===== src/rtl/pipe_stage.sv =====
// -----------------------------------------------------------------------------
// pipe_stage
//
// Pipeline register stage with a valid/ready handshake, flush and a saturating
// stall counter. The payload is opaque: it is stored and forwarded, never
// interpreted.
//
// Build option:
//   PIPE_STAGE_SKID_EN  defined   -> two-entry skid buffer (main + skid),
//                                    in_ready is a register output.
//                       undefined -> single main register, in_ready is
//                                    combinational from out_valid/out_ready.
//
// Parameters:
//   WIDTH           payload width in bits
//   CNT_W           stall counter width
//   CLEAR_ON_FLUSH  1: flush zeroes payload registers, 0: flush keeps them
//
// Ports:
//   clk        clock, all state updates on the rising edge
//   reset      synchronous active-low reset
//   in_valid   upstream payload valid
//   in_ready   stage accepts a payload this cycle
//   in_data    upstream payload
//   out_valid  out_data holds a valid payload
//   out_ready  downstream accepts this cycle
//   out_data   payload presented downstream
//   flush      discard all held and incoming payloads
//   occupancy  number of entries held (0..2)
//   stall_cnt  saturating count of cycles with out_valid=1 and out_ready=0
// -----------------------------------------------------------------------------
module pipe_stage #(
    parameter int WIDTH          = 64,
    parameter int CNT_W          = 16,
    parameter bit CLEAR_ON_FLUSH = 1'b1
) (
    input  logic             clk,
    input  logic             reset,
    input  logic             in_valid,
    output logic             in_ready,
    input  logic [WIDTH-1:0] in_data,
    output logic             out_valid,
    input  logic             out_ready,
    output logic [WIDTH-1:0] out_data,
    input  logic             flush,
    output logic [1:0]       occupancy,
    output logic [CNT_W-1:0] stall_cnt
);

    // Encoding equals the number of held entries so occupancy is the state.
    typedef enum logic [1:0] {
        EMPTY = 2'd0,
        ONE   = 2'd1,
        TWO   = 2'd2
    } state_t;

    state_t           state_q, state_d;
    logic [WIDTH-1:0] main_q, main_d;
    logic [CNT_W-1:0] stall_q;
    logic             in_fire, out_fire;

    assign out_valid = (state_q != EMPTY);
    assign out_data  = main_q;
    assign occupancy = 2'(state_q);
    assign stall_cnt = stall_q;
    assign in_fire   = in_valid & in_ready;
    assign out_fire  = out_valid & out_ready;

`ifdef PIPE_STAGE_SKID_EN
    logic [WIDTH-1:0] skid_q, skid_d;
    logic             in_ready_q;

    // Registered: no combinational path from out_ready to in_ready.
    assign in_ready = in_ready_q;
`else
    // Single entry: we can take a new payload if empty or if the held one
    // leaves this cycle. Held low during reset.
    assign in_ready = reset & (~out_valid | out_ready);
`endif

    // NOTE: every output of this block is given its hold value first, so no
    // path through the branches leaves a signal unassigned (no latches).
    always_comb begin
        state_d = state_q;
        main_d  = main_q;
`ifdef PIPE_STAGE_SKID_EN
        skid_d  = skid_q;
`endif
        if (flush) begin
            // Flush beats the handshake: any incoming payload is dropped, an
            // outgoing one has already been seen by downstream.
            state_d = EMPTY;
            if (CLEAR_ON_FLUSH) begin
                main_d = '0;
`ifdef PIPE_STAGE_SKID_EN
                skid_d = '0;
`endif
            end
        end else begin
            case (state_q)
                EMPTY: begin
                    if (in_fire) begin
                        state_d = ONE;
                        main_d  = in_data;
                    end
                end
                ONE: begin
                    if (in_fire && out_fire) begin
                        main_d = in_data;
`ifdef PIPE_STAGE_SKID_EN
                    end else if (in_fire) begin
                        // Downstream stalled: park the new payload in skid.
                        state_d = TWO;
                        skid_d  = in_data;
`endif
                    end else if (out_fire) begin
                        state_d = EMPTY;
                    end
                end
`ifdef PIPE_STAGE_SKID_EN
                TWO: begin
                    // in_ready is low here, so only a pop can happen.
                    if (out_fire) begin
                        state_d = ONE;
                        main_d  = skid_q;
                    end
                end
`endif
                default: state_d = EMPTY;
            endcase
        end
    end

    // NOTE: sequential state uses non-blocking assignments so every register
    // samples the pre-edge values, independent of statement order.
    always_ff @(posedge clk) begin
        if (!reset) begin
            // NOTE: payload registers are reset too, because out_data must
            // read zero after reset rather than stale data.
            state_q <= EMPTY;
            main_q  <= '0;
            stall_q <= '0;
`ifdef PIPE_STAGE_SKID_EN
            skid_q     <= '0;
            in_ready_q <= 1'b0;
`endif
        end else begin
            state_q <= state_d;
            main_q  <= main_d;
            // Stall counting ignores flush; only reset clears it.
            if (out_valid && !out_ready && (stall_q != '1)) begin
                stall_q <= stall_q + CNT_W'(1);
            end
`ifdef PIPE_STAGE_SKID_EN
            skid_q     <= skid_d;
            in_ready_q <= (state_d != TWO);
`endif
        end
    end

endmodule


===== config.mk =====
export PLATFORM = sky130hd
export DESIGN_NAME = pipe_stage
export DESIGN_NICKNAME = d
export VERILOG_FILES = /design/src/rtl/pipe_stage.sv
export SDC_FILE = /design/constraint.sdc
export NUM_CORES = 1
export LEC_CHECK = 0
export CAP_MARGIN = 20
export CORE_MARGIN = 2
export CORE_UTILIZATION = 40
export DETAILED_ROUTE_END_ITERATION = 8
export PLACE_DENSITY = 0.8
export SYNTH_ARGS = -nofsm -noshare
export SYNTH_HDL_FRONTEND = slang
export SYNTH_SLANG_ARGS = --single-unit

===== constraint.sdc =====
create_clock -name clk -period 3.2 [get_ports clk]
set_input_delay 0.64 -clock clk [delete_from_list [all_inputs] [get_ports clk]]
set_output_delay 0.64 -clock clk [all_outputs]
set_load 0.02 [all_outputs]

Word level (Yosys, flattened, before mapping)
Index checks and enable logic that the tools add are counted.
{"block": "word_totals", "register_bits": 82, "elab_cells": 33, "out_inout_bits": 84, "in_bits": 69}
{"block": "classes", "mux": 7, "addsub": 1, "bitwise": 6, "n_reduce_logical": 10, "n_eq_ne": 6}
{"cell": "$mux 64", "count": 2}
{"cell": "$pmux 64 s2", "count": 1}
{"cell": "$add 16x1->16 const B", "count": 1}
{"cell": "$ne 16x16->1 const B", "count": 1}
{"cell": "$ne 2x2->1 const B", "count": 4}
{"cell": "$mux 2", "count": 3}
{"cell": "$reduce_and 3->1", "count": 2}
{"cell": "$pmux 2 s2", "count": 1}
{"cell": "$reduce_bool 2->1", "count": 2}
{"cell": "$and 1x1->1", "count": 3}
{"cell": "$logic_and 1x1->1", "count": 3}
{"cell": "$eq 2x1->1 const B", "count": 1}
{"cell": "$logic_not 2->1", "count": 1}
{"cell": "$not 1->1", "count": 2}
{"cell": "$reduce_or 2->1", "count": 1}
{"cell": "$logic_not 1->1", "count": 1}
{"cell": "$or 1x1->1", "count": 1}

Logic depth before layout (Yosys ltp)
Gate-level depths: netlist of the first run.
{"block": "logic_depth", "depth_word": 8, "ltp_mapped": 6, "ltp_nobuf": 5}

Least setup slack after synthesis of the first run
OpenSTA, ideal clock, no wires.
{"block": "synth_timing", "kind": "in2reg", "from": "input out_ready", "to": "register stall_q[15], in the netlist stall_cnt[15]", "setup_time_ps": 70, "arrival_ps": 1991, "path_buffers": 0, "stages": 4, "setup_slack_ps": 1139, "required_ps": 3130, "cell_sequence": "nand2b_1 or4_4 or4_1 a21oi_1"}
{"block": "synth_between", "elab_chain_cells": 3}
{"element": "start: declaration", "line_no": "43", "rtl": "input logic out_ready,"}
{"element": "$logic_not 1->1", "line_no": "151", "rtl": "if (out_valid && !out_ready && (stall_q != '1)) begin"}
{"element": "$logic_and 1x1->1 (2 in series)", "line_no": "151"}
{"element": "end signal: assignment", "line_no": "152", "rtl": "stall_q <= stall_q + CNT_W'(1);"}
{"element": "end: declaration", "line_no": "59", "rtl": "logic [CNT_W-1:0] stall_q;"}
Every way passes these cells.
A chain may end at the register's enable or synchronous reset.

Worst setup path after layout of the first run
{"block": "layout_timing", "from": "input reset", "to": "output in_ready"}
{"block": "layout_between", "elab_chain_cells": 1}
{"element": "start: declaration", "line_no": "38", "rtl": "input logic reset,"}
{"element": "$and 1x1->1", "line_no": "78", "rtl": "assign in_ready = reset & (~out_valid | out_ready);"}
{"element": "end: declaration", "line_no": "40", "rtl": "output logic in_ready,"}
Every way passes these cells.

==> results.yml, run 1 <==
cts:
  cts-root-buf: "clkbuf_8"
  cts_tree: "yes"
  clock_sinks: 81
  cts_hold_buf: 0
  post_cts_buffers: 0
  cts_buffer_depth: 2
  cts_resized: 0
  clkTransAtPathRegs_ns: 0.07
  cts.htree.levels: 3
  cts_buffers: 9
  insertion_delay_ns: 0.34
yosys:
  yosys_warnings: 0
  synth_top_cell_area_share: 0.539
  ys_seq_elements: 81
  synth_cells: 375
  yosys-top-cells-area: "dfxtp_1 54%, nand2_1 16%, a21oi_1 13%"
  ys.flop_type: "dfxtp_1"
  syn_area_um2: 3010
  syn-num-nets: 445
  synth_edf_count: 0
  avgSynthCellArea_um2: 8.02
  synthDistinctLibCells: 29
  synth_seq_area_share: 0.539
  synth_top_cell_by_area: "dfxtp_1"
  synth-async-reset-ratio: 0
drt:
  wl_um: 8450
  drt_iter0_drc: 96
  wl_per_cell_um: 13.5
  vias_per_cell: 5.02
  drc: 0
  ant_nets: 0
  first_pass_iters: 4
  vias: 3130
final_layout:
  syn_to_final_growth_pct: 58.7
  layout_commonest_cell: "clkdlybuf4s50_1"
  fillers: 631
  final_cell_mix: "151 x clkdlybuf4s50_1, 132 x nand2_1, 81 x dfxtp_1, 76 x a21oi_1, 9 x clkbuf_8"
  multiInputGateArea_um2: 1280
  regArea_um2: 1620
  insertedDiodeCount: 0
  nets: 591
  layout-drive-gt1-share: 0.0552
setup_path:
  cp.required_ns: 2.56
  critPathSlowestCell: "clkdlybuf4s50_1"
  cp_top_family: "buffers and inverters"
  timing.rr.end: "stall_cnt[11]"
  critPathLaunchType: "primary input"
  crit_path_max_fanout: 5
  end_kind: "output port"
  reg2reg_slack_ns: 1.19
  cp.arrival_ns: 2.04
  r2r_cells: 5
  rr_startpoint: "stall_cnt[0]"
  critPathMaxStageDelay_ns: 0.61
  crit_path_frequent_cell: "clkdlybuf4s50_1"
  crit_type: "in2out"
  path_buf_inv: 3
  cp.depth: 4
  crit_chain: "clkdlybuf4s50_1 -> inv_1 -> nor2_1 -> clkdlybuf4s50_1"
timing:
  slew_headroom: 0.393
  fin_ws_ns: 0.519
  hold_viol_final: 0
  maxSlewViolCount: 0
  timing.fmax_mhz: 373
  setup_tns_ns: 0
  fin_skew_ns: 0.00650
  tightest_slew_ns: 0.910
  setup_viol: 0
  grt_setup_unrepaired: "no"
  layout_min_cycle_time_ns: 2.68
  finalCritPeriodShare: 0.838
placement:
  pre_cts_ws_ns: 0.532
  dp_hpwl_um: 6200
  port_buffers: 151
  place_congestion: 0.817
hold_path:
  worstHoldStart: "out_data[40]"
  whs_path_depth: 2
  hp-class: "reg2reg"
  min_to: "out_data[40]"
global_routing:
  grt_usage: 0.200
  grt_start_max_net_pins: 45
  antenna_found_initial: 0
  grt_pass1_vias: 2874
  grt-ovfl-total: 0
  grt_first_pass_wirelength_um: 13400
die:
  die_w_um: 90.7
  die_h_um: 90.7
  coreArea_um2: 7250
  row_count: 31
  dieArea_um2: 8230
  initial_utilization: 0.415
  io_pins: 153
run_status:
  status: "completed"
power:
  vdd_drop_max_uv: 239
  powerDensity_nw_per_um2: 397
  p_leak_nw: 1.62
flow_run:
  maxCapViolations: 0
## power breakdown
| group | switching, mW | total [mW] | internal [mW] |
|---|---|---|---|
| Combinational | 0.108 | 0.235 | 0.127 |
| Clock | 0.350 | 0.623 | 0.273 |
| Sequential | 0.00960 | 1.04 | 1.03 |
| Total | 0.467 | 1.89 | 1.43 |
## stage by stage
| stage | instances | util | cell area (um2) | power [mW] | hold WS (ns) |
|---|---|---|---|---|---|
| floorplan | 375 | - | 3010 | 1.15 | 0.535 |
| global placement | 608 | 0.635 | 4600 | 1.29 | 0.441 |
| detailed placement | 608 | 0.635 | 4600 | 1.29 | 0.446 |
| CTS | 623 | 0.657 | 4760 | 1.92 | 0.458 |
| global route | 624 | 0.658 | 4770 | 1.97 | 0.470 |
| finish | 624 | 0.658 | 4770 | 1.89 | 0.454 |
## registers in the layout, summed over array words and instances, names as in the netlist
signal and cells:
stall_cnt 16, occupancy 1, out_data 64
## cells in the mapped netlist (2+ instances only)
cell	number
or4_1	7
buf_4	2
nor2_1	6
buf_1	4
o21ai_0	5
xor2_1	2
o31ai_1	7
nand2b_1	2
a21oi_1	76
nand4_1	4
nand2_1	132
and3_1	2
clkbuf_1	17
nand3_1	7
dfxtp_1	81
nor4_1	2
inv_1	3
or3_1	5
## worst register-to-register path, stage by stage (launching register included)
cell     delay [ns]
dfxtp_1        0.42
ha_1           0.21
nand3_1        0.23
nor4_1         0.74
o21ai_0        0.16
a21oi_1        0.18
## per-layer routing
| layer | wire length (um) | up-vias | global-route usage |
|---|---|---|---|
| met3 | 508 | 11 | 0.0484 |
| met2 | 4380 | 97 | 0.368 |
| li1 | - | 1555 | - |
| met1 | 3420 | 1467 | 0.219 |
| met5 | 0 | - | 0 |
| met4 | 145 | 0 | 0.0821 |
## cell families (layout without fill, tap and decap cells)
| group | count (synthesis) | in the layout | share of synthesized area |
|---|---|---|---|
| AOI/OAI and AO/OA | 91 | 91 | 0.164 |
| xor gates and xnor gates | 2 | 2 | 0.00583 |
| adders and majority gates | 1 | 1 | 0.00416 |
| buffers and inverters | 27 | 177 | 0.0366 |
| DFF | 81 | 81 | 0.539 |
| muxes | 1 | 1 | 0.00333 |
| other | 1 | 1 | 0.00125 |
| and+or+nand+nor | 171 | 171 | 0.246 |
## final cells by class
type / count / share of cell area
Inverter: 3 / 0.00236
Timing Repair Buffer: 159 / 0.329
Multi-Input combinational cell: 267 / 0.269
Sequential cell: 81 / 0.340
Tap cell: 99 / 0.0260
Clock buffer: 9 / 0.0260
Clock inverter: 6 / 0.00760
## worst max-delay path by stage
stage              start             to  slack, ns
2_1_floorplan  out_ready  stall_cnt[15]       1.14
3_3_place_gp       reset       in_ready       0.57
3_5_place_dp       reset       in_ready       0.53
4_1_cts            reset       in_ready       0.53
5_1_grt            reset       in_ready       0.46
6_report           reset       in_ready       0.52
Note: power is estimated with default switching activity, not from simulation.
==> inputs of run 2 (changes only) <==
CORE_UTILIZATION = 36   (was 40)
PLACE_DENSITY = 0.76   (was 0.8)
clock period = 2.35 ns   (was 3.2 ns; I/O delays follow)
==> results.yml, run 2 (synthesis results as in run 1) <==
final_layout:
  fillers: 725
  insertedDiodeCount: 0
  nets: 594
  layout_commonest_cell: "clkdlybuf4s50_1"
  layout-drive-gt1-share: 0.0605
  final_cell_mix: "151 x clkdlybuf4s50_1, 132 x nand2_1, 81 x dfxtp_1, 76 x a21oi_1, 10 x clkbuf_8"
  fin_cells: 634
  syn_to_final_growth_pct: 61.8
  largest_register_ffs: 64
setup_path:
  path_buf_inv: 3
  rr_startpoint: "stall_cnt[2]"
  timing.rr.end: "stall_cnt[15]"
  cp.required_ns: 1.88
  end_kind: "output port"
  critPathLaunchType: "primary input"
  critPathMaxStageDelay_ns: 0.60
  crit_chain: "clkdlybuf4s50_1 -> inv_1 -> nor2_1 -> clkdlybuf4s50_1"
  r2r_cells: 4
  reg2reg_slack_ns: 0.37
  crit_type: "in2out"
  critPathSlowestCell: "clkdlybuf4s50_1"
  crit_path_max_fanout: 2
  cp.arrival_ns: 1.70
  crit_path_frequent_cell: "clkdlybuf4s50_1"
  cp_top_family: "buffers and inverters"
drt:
  drc: 0
  wl_um: 8310
  vias_per_cell: 4.82
  first_pass_iters: 4
  drt_iter0_drc: 107
  wl_per_cell_um: 13.1
  ant_nets: 0
  vias: 3053
power:
  p_int_mw: 2.09
  p_switching_uw: 636
  powerDensity_nw_per_um2: 561
  swShare: 0.233
  p_clk_frac: 0.364
  vdd_drop_max_uv: 277
  p_leak_nw: 1.65
  power.total_mw: 2.73
  seqPwrFrac: 0.517
  pwr-share-comb: 0.120
timing:
  maxSlewViolCount: 0
  finalCritPeriodShare: 0.924
  fin_ws_ns: 0.178
  slew_headroom: 0.460
  layout_min_cycle_time_ns: 2.17
  setup_viol: 0
  tightest_slew_ns: 0.802
  fin_skew_ns: 0.00960
  setup_tns_ns: 0
  timing.fmax_mhz: 460
  grt_setup_unrepaired: "no"
  hold_viol_final: 0
placement:
  pre_cts_ws_ns: -0.0352
  dpl.cell_count: 618
  place_congestion: 0.820
  port_buffers: 151
  dp_hpwl_um: 5960
die:
  die_h_um: 95.4
  coreArea_um2: 8180
  dieArea_um2: 9100
  row_count: 33
  die_w_um: 95.4
  initial_utilization: 0.368
  io_pins: 153
global_routing:
  grt_first_pass_wirelength_um: 13200
  grt_pass1_vias: 2950
  grt-ovfl-total: 0
  antenna_found_initial: 0
  grt_usage: 0.184
  grt_start_max_net_pins: 66
hold_path:
  worstHoldStart: "out_data[40]"
  min_to: "out_data[40]"
  hp-class: "reg2reg"
  whs_path_depth: 2
cts:
  cts_tree: "yes"
  clock_sinks: 81
  clkTransAtPathRegs_ns: 0.07
  cts-root-buf: "clkbuf_8"
  insertion_delay_ns: 0.34
  cts_resized: 0
  cts_buffer_depth: 2
  cts_buffers: 9
  post_cts_buffers: 0
  cts.htree.levels: 3
  cts_hold_buf: 0
flow_run:
  maxCapViolations: 0
run_status:
  status: "completed"
[run 2: layer usage]
layer / part of all wire / GRT usage / wire length [um]
met4: 0.018 / 0.0833 / 148
met5: 0 / 0 / 0
met1: 0.40 / 0.199 / 3310
met2: 0.51 / 0.327 / 4200
met3: 0.079 / 0.0561 / 653
[run 2: final cells by class]
cell class / instances / area (um2) / share of cell area
clock inverter: 5 / 55.1 / 0.0113
inverter: 3 / 11.3 / 0.00232
timing repair buffer: 162 / 1620 / 0.333
tap: 105 / 131 / 0.0270
clock buffer: 11 / 141 / 0.0291
multi-input combinational: 267 / 1280 / 0.264
sequential: 81 / 1620 / 0.333
[run 2: power groups by stage]
stage | combinational, mW | sequential, mW | clock, mW
CTS | 0.331 | 1.41 | 1.03
detailed placement | 0.330 | 1.44 | 0
floorplan | 0.0959 | 1.47 | 0
global placement | 0.325 | 1.44 | 0
global route | 0.355 | 1.41 | 1.08
finish | 0.327 | 1.41 | 0.992
[run 2: through the flow]
step | cell area [um2] | hold WS, ns | utilization
2_1_floorplan | 3010 | 0.535 | -
3_3_place_gp | 4670 | 0.441 | 0.571
3_5_place_dp | 4670 | 0.446 | 0.571
4_1_cts | 4860 | 0.458 | 0.595
5_1_grt | 4860 | 0.475 | 0.595
6_report | 4860 | 0.454 | 0.595
[run 2: worst max path at each step]
stage                       from             to  slack [ns]  cells past startpoint
floorplan           stall_cnt[0]   stall_cnt[1]        0.41                      6
global placement       out_ready  stall_cnt[15]       0.008                      5
detailed placement     out_ready  stall_cnt[15]       -0.04                      5
CTS                        reset       in_ready        0.17                      4
global route               reset       in_ready        0.10                      4
finish                     reset       in_ready        0.18                      4
[run 2: worst min-delay path, cell delays in order, from the launching register on]
cell and delay [ns]:
dfxtp_1 0.31, nand2_1 0.05, a21oi_1 0.05
==> inputs of run 3 (changes only) <==
MAX_ROUTING_LAYER = met4   (was unset)
SETUP_SLACK_MARGIN = 0.3   (was unset)
==> results.yml, run 3 (synthesis results as in run 1) <==
final_layout:
  final_cell_mix: "150 x clkdlybuf4s50_1, 132 x nand2_1, 80 x dfxtp_1, 76 x a21oi_1"
  syn_to_final_growth_pct: 62.2
  layout-drive-gt1-share: 0.0660
  layout_commonest_cell: "clkdlybuf4s50_1"
  design_area_um2: 4880
  largest_register_ffs: 64
  fin_cells: 635
  nets: 595
  insertedDiodeCount: 0
cts:
  clock_sinks: 81
  cts_tree: "yes"
  cts_hold_buf: 0
  clkTransAtPathRegs_ns: 0.08
  cts_buffers: 9
  cts_buffer_depth: 2
  cts.htree.levels: 3
  insertion_delay_ns: 0.34
  cts-root-buf: "clkbuf_8"
die:
  dieArea_um2: 9100
  die_w_um: 95.4
  coreArea_um2: 8180
  die_h_um: 95.4
  io_pins: 153
  row_count: 33
  initial_utilization: 0.368
global_routing:
  grt_pass1_vias: 2946
  grt-ovfl-total: 0
  antenna_found_initial: 0
  grt_first_pass_wirelength_um: 13200
  grt_usage: 0.189
  grt_start_max_net_pins: 66
placement:
  place_congestion: 0.833
  dpl.cell_count: 618
  port_buffers: 151
  placed_area_um2: 4670
  dp_hpwl_um: 5960
drt:
  ant_nets: 0
  drc: 0
  wl_per_cell_um: 13.2
  first_pass_iters: 4
  vias_per_cell: 4.85
  vias: 3077
  wl_um: 8350
  drt_iter0_drc: 111
power:
  p_leak_nw: 1.66
  vdd_drop_max_uv: 277
  power.total_mw: 2.73
  powerDensity_nw_per_um2: 559
timing:
  maxSlewViolCount: 0
  timing.fmax_mhz: 515
  grt_setup_unrepaired: "no"
  fin_skew_ns: 0.00933
  setup_viol: 0
  hold_viol_final: 0
  layout_min_cycle_time_ns: 1.94
  finalCritPeriodShare: 0.826
  slew_headroom: 0.666
  tightest_slew_ns: 0.496
setup_path:
  cp.arrival_ns: 2.21
  end_kind: "register"
  critPathMaxStageDelay_ns: 0.56
  cp.required_ns: 2.62
  crit_path_max_fanout: 7
  crit_chain: "nand4_2 -> or4_4 -> or4_1 -> a21oi_1"
  critPathLaunchType: "register"
  crit_type: "reg2reg"
  critPathSlowestCell: "or4_4"
flow_run:
  maxCapViolations: 0
hold_path:
  hp-class: "reg2reg"
run_status:
  status: "completed"
run 3: cell count changes in the layout (fill, tap and decap cells not counted):
cell and change:
buf_4 +1, clkdlybuf4s50_1 -1, dfxtp_1 -1, dfxtp_2 +1, dlygate4sd2_1 +1, nor4_1 -1, nor4_2 +1
run 3: timing repair:
action	in CTS	in global routing
pin swaps	0	2
gates resized for setup	1	2
setup buffers	0	1
setup endpoints to repair	1	3
run 3: final cells by class:
type                       count  area [um2]
fill                         724        3300
timing repair buffer         163        1630
sequential                    81        1620
multi-input combinational    267        1290
clock buffer                  11         141
tap                          105         131
clock inverter                 5        55.1
inverter                       3        11.3
run 3: per-stage QoR:
step	util	setup TNS (ns)	setup slack (ns)	hold WS, ns
after floorplan	-	0	0.413	0.535
after global placement	0.571	0	0.00825	0.441
after detailed placement	0.571	-0.0352	-0.0352	0.446
after CTS	0.595	0	0.340	0.458
after global routing	0.597	0	0.302	0.475
final	0.597	0	0.409	0.454
run 3: power by group:
part | total [mW] | leakage, nW | internal [mW] | switching (mW)
Sequential | 1.41 | 0.656 | 1.40 | 0.0129
Combinational | 0.326 | 0.910 | 0.179 | 0.147
Clock | 0.993 | 0.0953 | 0.517 | 0.476
run 3: path summary, 6_finish.rpt:
check / end / startpoint / slack [ns] / cells after the start
max: stall_cnt[15] / stall_cnt[5] / 0.41 / 4
max reg2reg: stall_cnt[15] / stall_cnt[5] / 0.41 / 4
min: out_data[40] / out_data[40] / 0.45 / 2
min reg2reg: out_data[40] / out_data[40] / 0.45 / 2
run 3: worst max-delay path: cells and delay by family, from the launching register on:
family          cells  cell delay, ns
flops               1            0.45
compound gates      1            0.14
simple gates        3            1.29
run 3: per-layer routing:
| metal | routed length, um | GRT usage | vias to the layer above |
|---|---|---|---|
| met1 | 3400 | 0.204 | 1395 |
| met5 | 0 | - | - |
| met4 | 112 | 0.0833 | 0 |
| met3 | 622 | 0.0498 | 11 |
| li1 | - | - | 1561 |
| met2 | 4210 | 0.326 | 110 |
